[config.mk]
export PLATFORM = sky130hd
export DESIGN_NAME = pipe_sched
export DESIGN_NICKNAME = d
export VERILOG_FILES = /design/src/rtl/pipe_sched.sv
export SDC_FILE = /design/constraint.sdc
export NUM_CORES = 1
export LEC_CHECK = 0
export BUFFER_PORTS_ARGS = -buffer_cell sky130_fd_sc_hd__buf_4
export CAP_MARGIN = 20
export CORE_ASPECT_RATIO = 0.9
export CORE_MARGIN = 2
export CORE_UTILIZATION = 35
export CTS_BUF_LIST = sky130_fd_sc_hd__clkbuf_16
export DETAILED_ROUTE_END_ITERATION = 7
export GPL_ROUTABILITY_DRIVEN = 0
export GPL_TIMING_DRIVEN = 0
export PLACE_DENSITY = 0.83
export SYNTH_ARGS = -nofsm -noshare
export SYNTH_HDL_FRONTEND = slang
export SYNTH_SLANG_ARGS = --single-unit
export TNS_END_PERCENT = 20
[constraint.sdc]
create_clock -name clk -period 1.8 [get_ports clk]
set_input_delay 0.18 -clock clk [delete_from_list [all_inputs] [get_ports clk]]
set_output_delay 0.18 -clock clk [all_outputs]
set_load 0.05 [all_outputs]
[src/rtl/pipe_sched.sv]
// pipe_sched: central pipeline sequencer for the 5-stage CPU.
// One FSM (RUN / MDU_WAIT / HALT / RESUME) drives the PC and stage-register
// enables and bubble controls. Decoded outputs are combinational from state
// and inputs; all state is registered.
// Optional macro PIPE_SCHED_PERF_CNT_EN adds cycle/stall/flush counters;
// without it the counter outputs are tied to 0.
module pipe_sched #(
  parameter int CNT_W   = 32,
  parameter int MDU_MAX = 64
) (
  input  logic             clk,
  input  logic             CLR,
  input  logic             halt_req,
  input  logic             GO,
  input  logic             load_use,
  input  logic             branch_taken,
  input  logic             mdu_start,
  input  logic             mdu_done,
  output logic             pc_en,
  output logic             en1,
  output logic             en2,
  output logic             en3,
  output logic             en4,
  output logic             flush1,
  output logic             flush2,
  output logic             flush3,
  output logic             halted,
  output logic             mdu_err,
  output logic [CNT_W-1:0] cycle_cnt,
  output logic [CNT_W-1:0] stall_cnt,
  output logic [CNT_W-1:0] flush_cnt
);

  localparam int TW = $clog2(MDU_MAX) + 1;

  typedef enum logic [1:0] {
    S_RUN    = 2'd0,
    S_MDU    = 2'd1,
    S_HALT   = 2'd2,
    S_RESUME = 2'd3
  } state_t;

  state_t          r_state;
  logic            r_mdu_pend;
  logic            r_mdu_err;
  logic            r_go_q;
  logic [TW-1:0]   r_tmo;

  logic            w_go_rise;
  logic [4:0]      w_en;   // {pc_en, en1, en2, en3, en4}
  logic [2:0]      w_fl;   // {flush1, flush2, flush3}

  assign w_go_rise = GO & ~r_go_q;

  // Decode enables/bubbles from current state and hazard inputs
  always_comb begin
    w_en = 5'b00000;
    w_fl = 3'b000;
    if (!CLR) begin
      case (r_state)
        S_RUN: begin
          if (halt_req) begin
            w_en = 5'b00000;
          end else if (mdu_start) begin
            w_en = 5'b11111;
          end else if (branch_taken) begin
            // Redirect wins over load-use so the PC takes the target
            w_en = 5'b11111;
            w_fl = 3'b110;
          end else if (load_use) begin
            w_en = 5'b00111;
            w_fl = 3'b010;
          end else begin
            w_en = 5'b11111;
          end
        end
        S_MDU: begin
          // EX holds the MUL/DIV op; older instructions drain behind a bubble
          w_en = 5'b00011;
          w_fl = 3'b001;
        end
        S_HALT:   w_en = 5'b00000;
        S_RESUME: w_en = 5'b11111;
        default:  w_en = 5'b00000;
      endcase
    end
  end

  assign pc_en   = w_en[4];
  assign en1     = w_en[3];
  assign en2     = w_en[2];
  assign en3     = w_en[1];
  assign en4     = w_en[0];
  assign flush1  = w_fl[2];
  assign flush2  = w_fl[1];
  assign flush3  = w_fl[0];
  assign halted  = (r_state == S_HALT);
  assign mdu_err = r_mdu_err;

  // Sequencer FSM: state, MDU pending/timeout tracking, GO edge history
  always_ff @(posedge clk) begin
    if (CLR) begin
      r_state    <= S_RUN;
      r_mdu_pend <= 1'b0;
      r_mdu_err  <= 1'b0;
      r_go_q     <= 1'b0;
      r_tmo      <= '0;
    end else begin
      r_go_q <= GO;
      // A done pulse in any state retires the pending op; a start in the
      // same cycle (RUN arm below) takes precedence.
      if (mdu_done) r_mdu_pend <= 1'b0;
      case (r_state)
        S_RUN: begin
          if (halt_req) begin
            r_state <= S_HALT;
          end else if (mdu_start) begin
            r_mdu_pend <= 1'b1;
            r_tmo      <= '0;
            r_state    <= S_MDU;
          end
        end
        S_MDU: begin
          if (halt_req) begin
            r_state <= S_HALT;
          end else if (mdu_done) begin
            r_state <= S_RUN;
          end else if (r_tmo == TW'(MDU_MAX - 1)) begin
            r_mdu_err  <= 1'b1;
            r_mdu_pend <= 1'b0;
            r_state    <= S_RUN;
          end else begin
            r_tmo <= r_tmo + TW'(1);
          end
        end
        S_HALT: begin
          if (w_go_rise) r_state <= S_RESUME;
        end
        S_RESUME: begin
          // Timeout count continues where it left off if we return to wait
          r_state <= r_mdu_pend ? S_MDU : S_RUN;
        end
        default: r_state <= S_RUN;
      endcase
    end
  end

`ifdef PIPE_SCHED_PERF_CNT_EN
  logic [CNT_W-1:0] r_cycle_cnt;
  logic [CNT_W-1:0] r_stall_cnt;
  logic [CNT_W-1:0] r_flush_cnt;

  // Performance counters, free-running modulo 2^CNT_W
  always_ff @(posedge clk) begin
    if (CLR) begin
      r_cycle_cnt <= '0;
      r_stall_cnt <= '0;
      r_flush_cnt <= '0;
    end else begin
      if (r_state != S_HALT)           r_cycle_cnt <= r_cycle_cnt + CNT_W'(1);
      if (!pc_en && r_state != S_HALT) r_stall_cnt <= r_stall_cnt + CNT_W'(1);
      if (flush1)                      r_flush_cnt <= r_flush_cnt + CNT_W'(1);
    end
  end

  assign cycle_cnt = r_cycle_cnt;
  assign stall_cnt = r_stall_cnt;
  assign flush_cnt = r_flush_cnt;
`else
  assign cycle_cnt = '0;
  assign stall_cnt = '0;
  assign flush_cnt = '0;
`endif

endmodule

==> metrics.cfg <==
[power_and_ir_drop]
p_leak_nw=1.21
power.density_nw_per_um2=716
ir_drop_mv=0.639

[global_routing]
antenna_found_initial=0
grt_max_degree=11
grt-ovfl-total=0
grt_pass1_wl_um=3930
grtUsageTotal_pct=10.5
grt_pass1_vias=983

[placed_design]
io_buffers=17
dpl.hpwl_um=2100
dp_cells=332

[timing]
holdWs_ns=0.171
finalHoldViolCount=0
period_minus_slack_ns=1.76
finalSetupViolCount=0
rsz0062_at_grt=yes
skew_ns=0.00133
period_share_pct=97.8
slew_viol_final=0
fmax_ghz=0.568

[final_layout]
area_growth_pct=48.5
final_common_cell=buf_4
fin_cells=337
final_nets=302
drive_gt1_share_pct=45.4
most-common-layout-cells=119 x buf_4, 96 x conb_1, 11 x dfxtp_1
diodes=0

[cts]
cts.sinks=12
cts_tree=done
clkTransAtPathRegs_ns=0.04
cts.path.max_buffers=2
clk_latency_ns=0.24
htreeDepth=1
root_buffer=clkbuf_16
cts_buffers=3

[synthesis]
postSynth.asyncResetShare_pct=0
synth-edff-count=0
yosys_warnings=0
synth_ff_type=dfxtp_1
synth-seq-cells=12
avgSynthCellArea_um2=7.79
synth.distinct_cells=34
synth_area_leaders=buf_4 55%, dfxtp_1 18%, a21oi_1 3.0%
ys_seq_area_share_pct=17.7
synth_top_area_share_pct=54.8
synth_top_area_cell=buf_4
syn_inst=174
syn_area_um2=1360

[critical_path]
reg2reg_from=r_tmo[0]
worstSetupStartpointType=register
critPathCaptureType=register
rrSetupSlack_ns=0.04
path_class=register to register
critPathArrivalTime_ns=1.93
critical_path.endpoint=r_tmo[4]
cp_data_required_time_ns=1.97
crit_path_start=r_tmo[0]
r2r.worst_path.cells=6
rr_endpoint=r_tmo[4]
crit_path_max_fanout=10

[die]
core_um2=3700
die_height_um=63.0
die_w_um=69.6
design.die.area_um2=4390
io_pins=114
num_rows=21
start_util_pct=36.6

[detailed_routing]
ant_nets=0
routedWlPerCell_um=7.17
route.detailed.drc=0
routedLengthMet1_um=808
routed_wl_um=2420
met3_wirelength_um=261
initialDrtViolationCount=7
vias_per_cell=3.26
dr.pass1.iters=4
highest_layer=met4
vias=1100
wl_met2_um=1330

[min_path]
hp-class=input pin to register

[run]
drv_cap=0

[outcome]
status=finished clean

## state kept, by name, summed over array words and instances (netlist names)
register	flops
mdu_err	1
r_go_q	1
r_mdu_pend	1
r_state	2
r_tmo	7
## synth_stat cells, drive strengths merged (3+ instances only)
cell     n
buf    100
dfxtp   12
nor2     9
a21oi    8
o21ai    4
inv      3
nand2    3
nand3    3
or3      3
## report_power, final
| part | total [mW] | switching (mW) | internal (mW) |
|---|---|---|---|
| clock network | 0.394 | 0.105 | 0.288 |
| logic | 0.764 | 0.557 | 0.207 |
| registers | 0.284 | 0.00796 | 0.276 |
| total | 1.44 | 0.670 | 0.771 |
## through the flow
step	cell area (um^2)	setup TNS (ns)	setup WS, ns	total power [mW]	utilization [%]
floorplan	1720	-0.174	-0.174	0.988	-
global placement	1910	0	0.0112	1.03	51.4
detailed placement	1910	-0.0436	-0.0226	1.03	51.4
CTS	2010	0	0.0178	1.44	54.2
global route	2010	-0.0443	-0.0373	1.50	54.3
finish	2010	0	0.0390	1.44	54.3
## what timing repair did
item,CTS,global route
pin swaps,1,3
endpoints found under the setup margin,2,5
setup buffers,2,0
resized for setup,4,1
hold buffers,0,0
hold endpoints to repair,0,0
## area by class of cell
class	instances	area, um^2
Multi-Input combinational cell	152	726
Tap cell	46	57.6
Inverter	3	11.3
Timing Repair Buffer	19	143
Buffer	102	758
Fill cell	354	1690
Clock buffer	3	75.1
Sequential cell	12	241
## cells by family after synthesis
group,synth area share [%]
AOI/OAI and AO/OA,8.50
xor gates and xnor gates,0.646
adders and majority gates,0.923
buffers and inverters,56.6
DFF,17.7
other,0.277
and+or+nand+nor,15.3
## critical path: stages (launching register included)
cell	delay [ns]
dfxtp_2	0.33
ha_2	0.19
and3_4	0.18
a221o_1	0.34
buf_4	0.19
or3_1	0.31
a21oi_1	0.14
## worst min-delay path by stage
stage / slack (ns) / start / cells past startpoint / endpoint
floorplan: 0.31 / GO / 1 / r_go_q
global placement: 0.41 / GO / 2 / r_go_q
detailed placement: 0.41 / GO / 2 / r_go_q
CTS: 0.17 / GO / 2 / r_go_q
global route: 0.17 / GO / 2 / r_go_q
finish: 0.17 / GO / 2 / r_go_q
## routing by layer
metal	vias up	GRT usage, %
li1	601	-
met1	443	9.96
met2	53	21.4
met3	3	3.06
met4	0	3.19
met5	-	0
Note: power is estimated with default switching activity, not from simulation.
